<file path="src/rtl/spi_pkg.sv">
// Shared types for the SPI transaction scheduler.
// States and field widths used by the scheduler and its arbiter.
package spi_pkg;

    typedef enum logic [2:0] {
        IDLE,
        LOAD,
        START,
        BUSY,
        READ,
        DONE
    } sched_state_t;

    typedef logic [1:0] spi_mode_t;

    localparam int SPI_BYTE_SEL_W = 3;

endpackage

</file>
<file path="src/rtl/spi_txn_scheduler_rr_arbiter.sv">
// Round-robin arbiter: first request at or after ptr, wrapping.
// Purely combinational one-hot grant.
module rr_arbiter #(
    parameter  int N  = 4,
    localparam int IW = (N > 1) ? $clog2(N) : 1
) (
    input  logic [N-1:0]  req,
    input  logic [IW-1:0] ptr,
    output logic [N-1:0]  gnt
);

    logic [IW:0] pos;
    logic        found;

    always_comb begin
        gnt   = '0;
        found = 1'b0;
        pos   = '0;
        for (int k = 0; k < N; k++) begin
            pos = {1'b0, ptr} + (IW+1)'(k);
            if (pos >= (IW+1)'(N)) pos = pos - (IW+1)'(N);
            if (!found && req[pos[IW-1:0]]) begin
                gnt[pos[IW-1:0]] = 1'b1;
                found            = 1'b1;
            end
        end
    end

endmodule

</file>
<file path="src/rtl/spi_txn_scheduler.sv">
// Shares one spi_controller between several requesters with
// round-robin grant, timeout abort and read-back of result data.
module spi_txn_scheduler
    import spi_pkg::*;
#(
    parameter int REQ_CNT        = 4,
    parameter int DATA_WIDTH     = 64,
    parameter int PERI_CNT       = 4,
    parameter int TIMEOUT_CYCLES = 4096,
    localparam int PW = (PERI_CNT > 1) ? $clog2(PERI_CNT) : 1,
    localparam int IW = (REQ_CNT > 1) ? $clog2(REQ_CNT) : 1,
    localparam int BW = SPI_BYTE_SEL_W
) (
    input  logic                          clk,
    input  logic                          sync_rst_n,
    input  logic                          clk_en,
    input  logic [REQ_CNT-1:0]            req_valid,
    output logic [REQ_CNT-1:0]            req_ready,
    input  logic [REQ_CNT*PW-1:0]         req_peri,
    input  logic [REQ_CNT*2-1:0]          req_mode,
    input  logic [REQ_CNT*BW-1:0]         req_bytes,
    input  logic [REQ_CNT*DATA_WIDTH-1:0] req_wdata,
    output logic [REQ_CNT-1:0]            rsp_valid,
    output logic [DATA_WIDTH-1:0]         rsp_rdata,
    output logic                          rsp_timeout,
    output logic                          spi_wr_en,
    output logic                          spi_start_txn,
    output spi_mode_t                     spi_mode,
    output logic [BW-1:0]                 spi_byte_sel,
    output logic [DATA_WIDTH-1:0]         spi_wr_data,
    output logic [PERI_CNT-1:0]           spi_chip_sel_one_cold,
    output logic                          spi_rd_en,
    input  logic [DATA_WIDTH-1:0]         spi_rd_data,
    input  logic                          spi_end_txn
);

    localparam int CW = $clog2(TIMEOUT_CYCLES) + 1;
    localparam logic [CW-1:0] CNT_LAST = CW'(TIMEOUT_CYCLES - 1);

    sched_state_t          state;
    sched_state_t          state_nxt;
    logic [IW-1:0]         ptr_q;
    logic [IW-1:0]         g_q;
    logic [REQ_CNT-1:0]    gnt;
    logic [REQ_CNT-1:0]    ready_q;
    logic [IW-1:0]         sel_idx;
    logic [PW-1:0]         sel_peri;
    spi_mode_t             sel_mode;
    logic [BW-1:0]         sel_bytes;
    logic [DATA_WIDTH-1:0] sel_wdata;
    logic [PW-1:0]         peri_q;
    spi_mode_t             mode_q;
    logic [BW-1:0]         bytes_q;
    logic [DATA_WIDTH-1:0] wdata_q;
    logic [DATA_WIDTH-1:0] rdata_q;
    logic                  to_q;
    logic [CW-1:0]         cnt_q;

    rr_arbiter #(.N(REQ_CNT)) u_arb (
        .req (req_valid),
        .ptr (ptr_q),
        .gnt (gnt)
    );

    always_comb begin
        sel_idx   = '0;
        sel_peri  = '0;
        sel_mode  = '0;
        sel_bytes = '0;
        sel_wdata = '0;
        for (int i = 0; i < REQ_CNT; i++) begin
            if (gnt[i]) begin
                sel_idx   = IW'(i);
                sel_peri  = req_peri[i*PW +: PW];
                sel_mode  = req_mode[i*2 +: 2];
                sel_bytes = req_bytes[i*BW +: BW];
                sel_wdata = req_wdata[i*DATA_WIDTH +: DATA_WIDTH];
            end
        end
    end

    always_ff @(posedge clk or negedge sync_rst_n) begin
        if (!sync_rst_n) state <= IDLE;
        else if (clk_en) state <= state_nxt;
    end

    always_comb begin
        state_nxt = state;
        case (state)
            IDLE:    if (|req_valid) state_nxt = LOAD;
            LOAD:    state_nxt = START;
            START:   state_nxt = BUSY;
            BUSY: begin
                if (spi_end_txn)            state_nxt = READ;
                else if (cnt_q == CNT_LAST) state_nxt = DONE;
            end
            READ:    state_nxt = DONE;
            DONE:    state_nxt = IDLE;
            default: state_nxt = IDLE;
        endcase
    end

    always_ff @(posedge clk or negedge sync_rst_n) begin
        if (!sync_rst_n) begin
            ready_q <= '0;
            ptr_q   <= '0;
            g_q     <= '0;
            peri_q  <= '0;
            mode_q  <= '0;
            bytes_q <= '0;
            wdata_q <= '0;
            rdata_q <= '0;
            to_q    <= 1'b0;
            cnt_q   <= '0;
        end else if (clk_en) begin
            ready_q <= '0;
            case (state)
                IDLE: begin
                    if (|req_valid) begin
                        ready_q <= gnt;
                        g_q     <= sel_idx;
                        peri_q  <= sel_peri;
                        mode_q  <= sel_mode;
                        bytes_q <= sel_bytes;
                        wdata_q <= sel_wdata;
                        rdata_q <= '0;
                        to_q    <= 1'b0;
                    end
                end
                START: cnt_q <= '0;
                // end beats a timeout expiring in the same cycle
                BUSY: begin
                    if (!spi_end_txn) begin
                        if (cnt_q == CNT_LAST) to_q <= 1'b1;
                        else cnt_q <= cnt_q + 1'b1;
                    end
                end
                READ: rdata_q <= spi_rd_data;
                DONE: begin
                    ptr_q <= (g_q == IW'(REQ_CNT - 1)) ? '0 : g_q + 1'b1;
                end
                default: ;
            endcase
        end
    end

    always_comb begin
        spi_chip_sel_one_cold = '1;
        if (state != IDLE && {1'b0, peri_q} < (PW+1)'(PERI_CNT))
            spi_chip_sel_one_cold[peri_q] = 1'b0;
    end

    assign req_ready     = ready_q;
    assign rsp_valid     = (state == DONE) ? (REQ_CNT'(1) << g_q) : '0;
    assign rsp_rdata     = rdata_q;
    assign rsp_timeout   = (state == DONE) & to_q;
    assign spi_wr_en     = (state == LOAD);
    assign spi_start_txn = (state == START);
    assign spi_rd_en     = (state == READ);
    assign spi_mode      = mode_q;
    assign spi_byte_sel  = bytes_q;
    assign spi_wr_data   = wdata_q;

endmodule

</file>
<file path="config.mk">
export PLATFORM = sky130hd
export DESIGN_NAME = spi_txn_scheduler
export DESIGN_NICKNAME = d
export VERILOG_FILES = /design/src/rtl/spi_pkg.sv /design/src/rtl/spi_txn_scheduler_rr_arbiter.sv /design/src/rtl/spi_txn_scheduler.sv
export SDC_FILE = /design/constraint.sdc
export NUM_CORES = 1
export LEC_CHECK = 0
export ABC_CLOCK_PERIOD_IN_PS = 2500
export CORE_AREA = 2 2 194 196
export CTS_BUF_LIST = sky130_fd_sc_hd__clkbuf_16
export DETAILED_ROUTE_END_ITERATION = 10
export DIE_AREA = 0 0 196 198
export GPL_TIMING_DRIVEN = 0
export PLACE_DENSITY_LB_ADDON = 0.12
export SLEW_MARGIN = 20
export SYNTH_ARGS = -nofsm -noshare
export SYNTH_HDL_FRONTEND = slang
export SYNTH_SLANG_ARGS = --single-unit
</file>
<file path="constraint.sdc">
create_clock -name clk -period 2.5 [get_ports clk]
set_input_delay 0.625 -clock clk [delete_from_list [all_inputs] [get_ports clk]]
set_output_delay 0.625 -clock clk [all_outputs]
set_load 0.02 [all_outputs]
</file>
After elaboration in Yosys (flattened, before gate mapping)
Index checks and enable logic that the tools add are counted.
- mux-type cells: 66
- magnitude comparators: 14
- reductions and logical operators: 23
- equal/unequal tests: 12
- shift-type cells: 1
- add/sub/neg operators: 9
- bitwise gates (word level): 5
- operator list (cell ; number):
    two-way mux 64 bit ; 5
    one-hot mux 64 bit (2 select lines) ; 1
    two-way mux 4 bit ; 8
    two-way mux 2 bit ; 15
    two-way mux 13 bit ; 2
    one-hot mux 13 bit (2 select lines) ; 1
    two-way mux 3 bit ; 7
    two-way mux 1 bit ; 16
    less-than comparator 2 x 3 -> 1 bit (second input constant) ; 5
    one-hot mux 3 bit (5 select lines) ; 1
    adder 13 x 1 -> 13 bit (second input constant) ; 1
    == test 13 x 12 -> 1 bit (second input constant) ; 1
    OR 4 bit ; 3
    demux 1 bit (select 2 bit) ; 5
    greater-or-equal comparator 2 x 1 -> 1 bit (second input constant) ; 5
    greater-or-equal comparator 3 bit (second input constant) ; 3
    AND reduction 3 bit ; 3
    binary-select mux 1 bit (select 2 bit) ; 4
    logical AND 1 bit ; 8
    != test 2 bit (second input constant) ; 4
    subtractor 2 x 1 -> 2 bit (second input constant) ; 4
    adder 2 x 2 -> 3 bit (second input constant) ; 2
    == test 3 x 2 -> 1 bit (second input constant) ; 2
    == test 3 bit (second input constant) ; 2
    18 further kinds ; 22
- input bits: 356
- register bits after elaboration: 160

Logic depth before layout (Yosys ltp)
Gate-level depths: netlist of the first run.
- depth after elaboration: 18
- depth in mapped cells: 11
- mapped depth without buffers: 8

Modules after synthesis
Synthesis of the first run repeated with hierarchy kept, for this count alone.
- cells, all modules: 822
- area, all modules: 8298.0 um2
- by module, submodules not included (module ; area an instance (um2) ; times used ; cells an instance):
    spi_txn_scheduler ; 7995.2 ; 1 ; 792
    rr_arbiter ; 302.8 ; 1 ; 30

Least setup slack after synthesis of the first run
Ideal clock, no wire load.
- path kind: register -> register
- start: register ptr_q[0]
- end: register wdata_q[38] (netlist: spi_wr_data[38])
- arrival: 2.588 ns
- buffers on the path: 2
- slack: -0.222 ns
- clock period less this slack: 2.722 ns
- library setup time: 0.134 ns
- required time: 2.366 ns
- cell stages (with the launch flop): 11
- cells stage by stage: dfrtp_1 buf_6 inv_1 ha_1 mux4_2 nor4b_4 a22oi_2 clkbuf_1 and3_1 a221oi_1 o22ai_2
- longest elaborated chain between the ends: 18
- elaborated cells on any way between the ends: 63
- classes of those cells: add/sub (7); order compare (12); mux (31); bitwise (3); reduce/logical (10)
- ends and longest elaborated chain (what ; RTL line ; source):
    start: declaration ; spi_txn_scheduler.sv:42 ; logic [IW-1:0] ptr_q;
    start signal: assignment ; spi_txn_scheduler.sv:140 ; ptr_q <= (g_q == IW'(REQ_CNT - 1)) ? '0 : g_q + 1'b1;
    parallel branches: the longest is 13 deep, another holds adder 2 x 1 -> 3 bit ; -- ;
    two-way mux 4 bit (*) ; spi_txn_scheduler_rr_arbiter.sv:22 ; if (!found && req[pos[IW-1:0]]) begin
    two-way mux 64 bit (3 in series) ; spi_txn_scheduler.sv:72 ; if (gnt[i]) begin
    two-way mux 64 bit (*) ; spi_txn_scheduler.sv:72 ;
    end signal: assignment ; spi_txn_scheduler.sv:125 ; wdata_q <= sel_wdata;
    end: declaration ; spi_txn_scheduler.sv:54 ; logic [DATA_WIDTH-1:0] wdata_q;
Mark *: on every way between the ends. The select of a mux whose other input is x is not followed.
A chain may end at the register's enable or synchronous reset.

Worst setup path after layout of the first run
- start: register ptr_q[0]
- end: register wdata_q[42] (netlist: spi_wr_data[42])
The elaborated chain is that of the path after synthesis.

==> metrics.md, run 1 <==
| Metric | Value |
|---|---|
| Status | `finished, violations left` |
| Failing checks | `negative setup slack` |
| Fin util | `45.3%` |
| Leakage Power | `between 6 and 7 nW` |
| Commonest non-fill, non-tap cell in the layout | `clkdlybuf4s50_1` |
| Crit Path Class | `flop to flop` |
| Min Tclk post-route | `2.86 ns` |
| Commonest cells after routing, fill and taps aside | `clkdlybuf4s50_1, dfrtp_1, nor2_1` |
| Seq cells post-synth | `160` |
| Clock root buffer | `clkbuf_16` |
| CP most frequent cell | `buf_6` |
| Cts bufs inserted | `17` |
| CP max stage delay | `between 0.4 and 0.5 ns` |
| Iter 0 DRT Violations | `roughly 370` |
| Chip height | `approximately 200 um` |
| CP required | `around 2.8 ns` |
| Antenna violations before repair | `6` |
| Sequential share of the synthesized area | `45.2%` |
| First-pass GRT wire length | `around 67 mm` |
| Startpoint Class | `flop` |
| Filler instances | `3,620` |
| Slew @ Worst Pin | `about 0.89 ns` |
| Share of cells above drive strength 1 | `between 20% and 30%` |
| CTS max path bufs | `2` |
| Synth cell types | `53` |
| GPL Wtd Cong | `0.872` |
| Post-synth top area cell | `dfrtp_1` |
| Worst path slowest cell | `dfrtp_2` |
| IO Port Bufs | `504` |
| WL per Instance | `between 20 and 25 um` |
| Ys flop type | `dfrtp_1` |
| Total Power | `21.5 mW` |
| Grt ovf | `0` |
| Crit Path Max Fanout | `10` |
| Die Footprint | `just under 0.04 mm2` |
| DRT Pass-1 Iters | `4` |
| Hold crit path type | `input pin to async pin` |
| Fmax | `around 350 MHz` |
| Total GRT Usage | `approximately a quarter` |
| Final Worst Setup Slack | `-0.357 ns` |
| Post-synth ARST share | `100%` |
| MaxCap Viol Count | `0` |
| Routed Antenna Nets | `0` |
| Post-synthesis cell area | `between 0.008 and 0.009 mm2` |
| Sink Count | `160` |
| Synth top area cells | `dfrtp_1, a221oi_1, a22o_1` |
| H-tree depth | `4` |
| Residual DRC | `0` |
| Maximum VDD drop | `0.000540 V` |
| Final nets | `around 1,800` |
| Slew Viols, Final | `0` |
| Chip Width | `196 um` |
| Reg clk slew, reported paths | `about 0.070 ns` |
| Unrepaired setup endpoints after global routing | `yes` |
| Syn-to-layout area delta | `88.6%` |
| Number of synthesized flops with an enable pin | `0` |
| Via-to-Cell Ratio | `roughly 5` |
| Via count | `about 9,900` |
| Finish-stage setup viols | `76` |
| Num rows | `71` |
| Post-route clock skew | `roughly 0.0088 ns` |
| Starting density of the core | `between 20% and 30%` |
| Slew headroom | `roughly two fifths` |
| Vias in the first global route | `just over 10,000` |
| Setup crit end kind | `flop` |
| Io pins | `505` |
| CTS tree | `yes` |
| Critical path cell sequence | `buf_6, inv_4, ha_4, mux4_2, buf_6, buf_6, a21oi_4, a21oi_4, a221o_2, buf_12, buf_6, a31oi_1, o22ai_1` |
| Clock Latency Late Sink | `approximately 0.45 ns` |
| Synthesized area per cell | `roughly 9.9 um2` |
| Period utilisation layout | `114%` |
| Top cell type's share of synthesized area | `45.2%` |
| Mapped Nets | `roughly 1,300` |
| Critical Path AT | `between 3 and 4 ns` |
| Syn Inst Count | `approximately 900` |
| Pin count of the biggest net entering global routing | `between 80 and 90` |
| Post-route cell area | `about 0.017 mm2` |
| Core area | `about 0.037 mm2` |
| TNS Setup | `-20.39 ns` |
| Placement Cell Area | `approximately 0.015 mm2` |
| Hold buffer count at cts | `0` |
| Number of synthesis warnings | `0` |
| Post-Route WL | `~47 mm` |
| Post-DP HPWL | `34.2 mm` |
| Smallest hold slack | `around 0.15 ns` |
| PwrDens | `approximately 1300 mW/mm2` |
| Final hold violation count | `0` |
## cells in the mapped netlist (2+ instances only)
library cell / instances
dfrtp_1: 160
nor2_1: 90
and2_1: 77
and3_1: 74
a221oi_1: 72
a31oi_1: 71
a22o_1: 69
o22ai_1: 63
clkbuf_1: 58
buf_2: 22
nand2_1: 16
ha_1: 12
inv_1: 11
buf_6: 10
a21oi_1: 8
o22ai_2: 8
xor2_1: 8
buf_4: 7
nand3_1: 6
nand4_1: 5
mux4_2: 4
o21ai_0: 4
nor3b_1: 3
or3_1: 3
a21oi_2: 2
and2_2: 2
nor3_1: 2
nor4_1: 2
or3b_2: 2
or4b_4: 2
xnor2_1: 2
## through the flow
step / setup WS, ns / std cells
6_report: -0.357 / 1943
5_1_grt: -0.456 / 1942
4_1_cts: -0.324 / 1938
3_5_place_dp: -1.53 / 1876
3_3_place_gp: -7.39 / 1875
2_1_floorplan: -0.127 / 897
## flip-flops by register name (all words and copies together), names as in the netlist
signal,cells
peri_q,2
spi_wr_data,64
to_q,1
spi_byte_sel,3
ptr_q,2
g_q,2
req_ready,4
cnt_q,13
spi_mode,2
rsp_rdata,64
state,3
## path summary, 6_finish.rpt
path,startpoint,endpoint,slack [ns],cells past startpoint
worst max-delay path,ptr_q[0]$_DFFE_PN0P_,spi_wr_data[42]$_DFFE_PN0P_,-0.36,13
max in group asynchronous,sync_rst_n,spi_wr_data[49]$_DFFE_PN0P_,1.48,2
worst max register to register,ptr_q[0]$_DFFE_PN0P_,spi_wr_data[42]$_DFFE_PN0P_,-0.36,13
min in group clk,rsp_rdata[51]$_DFFE_PN0P_,rsp_rdata[51]$_DFFE_PN0P_,0.50,1
worst min-delay path,sync_rst_n,rsp_rdata[19]$_DFFE_PN0P_,0.15,1
worst min register to register,rsp_rdata[51]$_DFFE_PN0P_,rsp_rdata[51]$_DFFE_PN0P_,0.50,1
## kinds of logic after synthesis
| logic type | after synthesis | synth area share (%) |
|---|---|---|
| AO/OA/AOI/OAI | 307 | 26.6 |
| AND/OR/NAND/NOR | 293 | 18.2 |
| flip-flops | 160 | 45.2 |
| buffers and inverters | 109 | 6.11 |
| adder cells (fa/ha/maj) | 12 | 1.69 |
| XOR/XNOR | 10 | 0.988 |
| multiplexers | 6 | 1.26 |
## area by class of cell
type / instances / area [um2] / area share [%]
multi-input cells: 630 / 5350 / 32.0
clock buffers: 17 / 425 / 2.54
repair buffers: 538 / 5410 / 32.3
plain buffers: 96 / 774 / 4.63
diodes: 2 / 5.00 / 0.0299
well taps: 474 / 593 / 3.55
flip-flops and latches: 160 / 4010 / 24.0
inverters: 11 / 43.8 / 0.262
clock inverters: 15 / 114 / 0.681
## what timing repair did
item | in CTS | in global routing
cloned | 9 | 0
endpoints found under the setup margin | 160 | 92
pin swaps | 67 | 33
setup buffers | 23 | 4
resized for setup | 232 | 65
## routing by layer
layer / part of all wire, % / vias up / global-route usage, %
met4: 2.4 / 6 / 7.01
met5: 0.083 / - / 0
met1: 39 / 4872 / 26.8
met2: 50 / 398 / 41.7
li1: - / 4570 / -
met3: 7.8 / 60 / 7.92
## critical path: cells and delay by family, from the launching register on
kind / cells / cell delay [ns]
DFF: 1 / 0.42
muxes: 1 / 0.37
buffers and inverters: 6 / 0.79
AOI/OAI and AO/OA: 5 / 0.94
adders and majority gates: 1 / 0.20
## where the power goes
part,leakage (nW),switching [mW],internal [mW],total (mW)
clock,0.272,1.23,1.29,2.52
sequential,2.02,0.711,3.70,4.41
combinational,4.55,7.86,6.69,14.5
total,6.84,9.80,11.7,21.5
No activity file was read; power rests on OpenSTA's default activity.
==> run 2: changes to the inputs <==
CELL_PAD_IN_SITES_DETAIL_PLACEMENT = 0   (was not set)
CELL_PAD_IN_SITES_GLOBAL_PLACEMENT = 1   (was not set)
CORE_AREA = 2 2 197 199   (was 2 2 194 196)
DIE_AREA = 0 0 199 201   (was 0 0 196 198)
==> run 2 against run 1 <==
Compared with the run above: the run still ends with negative setup slack left; highest routed layer unchanged; via count fell by 0.47%; register-to-register slack got worse by 0.02 ns; routed wire length rose by 3.5%; core utilization rose by 0.39 points.
==> metrics.md, run 2 (synthesis results as in run 1) <==
| Metric | Value |
|---|---|
| Status | `finished, violations left` |
| Failing checks | `negative setup slack` |
| Filler instances | `3,740 (+3.3%)` |
| GPL Wtd Cong | `0.786 (-9.8%)` |
| Via count | `9,859 (-0.47%)` |
| CP required | `2.83 ns (about the same)` |
| Hold buffer count at cts | `0 (unchanged)` |
| Placement Cell Area | `0.0147 mm2 (+0.41%)` |
| WL per Instance | `24.3 um (+0.86%)` |
| Post-Layout Cell Count | `1,994 (+2.6%)` |
| Min Tclk post-route | `2.88 ns (+0.0217 ns)` |
| Clock Latency Late Sink | `0.46 ns (about the same)` |
| Share of cells above drive strength 1 | `23.2% (+1.7 points)` |
| Critical path cell sequence | `buf_6, buf_6, mux4_2, buf_6, nor3b_2, a21oi_4, buf_4, clkbuf_1, and3_1, a221oi_2, o22ai_4` |
| Antenna violations before repair | `7 (+1)` |
| DRT Pass-1 Iters | `4 (unchanged)` |
| Num rows | `72 (+1.4%)` |
| Maximum VDD drop | `0.000490 V (-9.4%)` |
| Leakage Power | `7.06 nW (+3.2%)` |
| CP max stage delay | `0.56 ns (+0.14 ns)` |
| Unrepaired setup endpoints after global routing | `yes` |
| Hold crit path type | `input pin to async pin` |
| Period utilisation layout | `115% (+0.87 points)` |
| Routed Antenna Nets | `0 (unchanged)` |
| Total GRT Usage | `23.5% (about the same)` |
| H-tree depth | `4 (unchanged)` |
| Iter 0 DRT Violations | `388 (+6.0%)` |
| First-pass GRT wire length | `68.6 mm (+2.3%)` |
| MaxCap Viol Count | `0 (unchanged)` |
| Post-DP HPWL | `34.7 mm (+1.6%)` |
| Chip height | `201 um (+1.5%)` |
| Total Power | `22.7 mW (+5.7%)` |
| Slew headroom | `40.1% (-0.20 points)` |
| Cts bufs inserted | `17 (unchanged)` |
| Fmax | `347 MHz (-0.76%)` |
| Core area | `0.0381 mm2 (+3.1%)` |
| Worst R2R Start | `ptr_q[0]$_DFFE_PN0P_` |
| Critical Path AT | `3.21 ns (+0.03 ns)` |
| Chip Width | `199 um (+1.5%)` |
| PwrDens | `1310 mW/mm2 (+1.7%)` |
| R2r setup slk | `-0.38 ns (-0.02 ns)` |
| Via-to-Cell Ratio | `4.94 (-3.0%)` |
| Commonest cells after routing, fill and taps aside | `clkdlybuf4s50_1, dfrtp_1, nor2_1` |
| Setup crit end kind | `flop` |
| Slew Viols, Final | `0 (unchanged)` |
| Pin count of the biggest net entering global routing | `84 (unchanged)` |
| IO Port Bufs | `504 (unchanged)` |
| Residual DRC | `0 (unchanged)` |
| Reg clk slew, reported paths | `0.07 ns (about the same)` |
| Vias in the first global route | `10,312 (+0.31%)` |
| Slew @ Worst Pin | `0.891 ns (+0.00301 ns)` |
| Commonest non-fill, non-tap cell in the layout | `clkdlybuf4s50_1` |
| Die Footprint | `0.0400 mm2 (+3.1%)` |
| Startpoint Class | `flop` |
| Grt ovf | `0 (unchanged)` |
| CTS max path bufs | `2 (unchanged)` |
| Crit Path Class | `flop to flop` |
| Post-route clock skew | `0.0139 ns (+0.00507 ns)` |
| Finish-stage setup viols | `76 (unchanged)` |
| CP most frequent cell | `buf_6` |
| Syn-to-layout area delta | `96.2%` |
| Worst R2R Path Depth | `11 (-2)` |
| Clock root buffer | `clkbuf_16` |
| Placed cell count | `1,920 (+2.3%)` |
| Starting density of the core | `23.3% (-0.72 points)` |
| Post-Route WL | `48.4 mm (+3.5%)` |
| Worst path slowest cell | `mux4_2` |
| Sink Count | `160 (unchanged)` |
| CTS tree | `yes` |
| Final hold violation count | `0 (unchanged)` |
| Final Worst Setup Slack | `-0.379 ns (-0.0217 ns)` |
| Io pins | `505 (unchanged)` |
| Post-route cell area | `0.0174 mm2 (+4.0%)` |
| Crit Path Max Fanout | `10 (unchanged)` |
| R2r endpoint | `spi_wr_data[39]$_DFFE_PN0P_` |
| Final nets | `1,829 (+0.38%)` |
## run 2: changes by cell type in the layout (fill, tap and decap cells not counted), sizes merged
cell / before / now
clkinv: 9 / 6
clkbuf: 70 / 74
buf: 78 / 84
bufbuf: 1 / 0
diode: 2 / 3
clkinvlp: 0 / 2
clkdlybuf4s15: 1 / 2
inv: 17 / 13
a221o: 2 / 1
bufinv: 0 / 4
dlygate4sd2: 14 / 12
## run 2: worst max path at each step
stage | from | slack [ns] | cells past startpoint | end
6_report | ptr_q[0]$_DFFE_PN0P_ | -0.38 | 11 | spi_wr_data[39]$_DFFE_PN0P_
5_1_grt | ptr_q[0]$_DFFE_PN0P_ | -0.48 | 11 | spi_wr_data[40]$_DFFE_PN0P_
4_1_cts | ptr_q[0]$_DFFE_PN0P_ | -0.34 | 12 | spi_wr_data[26]$_DFFE_PN0P_
3_5_place_dp | req_valid[2] | -1.53 | 9 | spi_mode[0]$_DFFE_PN0P_
3_3_place_gp | sync_rst_n | -7.45 | 1 | ptr_q[1]$_DFFE_PN0P_
2_1_floorplan | ptr_q[0]$_DFFE_PN0P_ | -0.13 | 10 | spi_wr_data[38]$_DFFE_PN0P_
## run 2: through the flow
stage	TNS, ns	hold WS [ns]	util, %	setup slack, ns
after global routing	-31.65	0.180	45.7	-0.478
after CTS	-22.71	0.184	43.3	-0.338
after detailed placement	-132.55	0.490	38.6	-1.53
after floorplan	-8.80	0.329	-	-0.127
final	-22.68	0.174	45.7	-0.379
after global placement	-1209.23	0.487	38.5	-7.45
## run 2: timing repair
item,CTS,global route
cloned,7,6
pin swaps,14,67
buffers inserted,27,2
resized for setup,212,128
endpoints found under the setup margin,128,84
## run 2: cell type report
class                           count  area [um2]  area share, %
Clock inverter                     14         190           1.09
Clock buffer                       17         425           2.45
Inverter                           11        43.8          0.252
Tap cell                          518         648           3.73
Multi-Input combinational cell    629        5640           32.4
Timing Repair Buffer              546        5610           32.2
Antenna cell                        3        7.51         0.0432
Sequential cell                   160        4010           23.0
Buffer                             96         821           4.72
## run 2: routing by layer
| metal | vias to the layer above | track usage, % | wire length [um] |
|---|---|---|---|
| met2 | 365 | 42.5 | 25000 |
| met1 | 4855 | 26.5 | 19000 |
| met5 | - | 0 | 51 |
| met4 | 8 | 5.81 | 734 |
| met3 | 44 | 7.56 | 3620 |
| li1 | 4587 | - | - |
## run 2: power by group
part,internal (mW),switching (mW)
clock network,1.67,1.21
logic,7.00,8.43
registers,3.70,0.696
## run 2: worst max-delay path, delay by kind of cell (launching register included)
family / cells / cell delay (ns)
AO/OA/AOI/OAI: 3 / 0.50
buffers and inverters: 5 / 0.82
flip-flops: 1 / 0.37
multiplexers: 1 / 0.56
AND/OR/NAND/NOR: 2 / 0.49
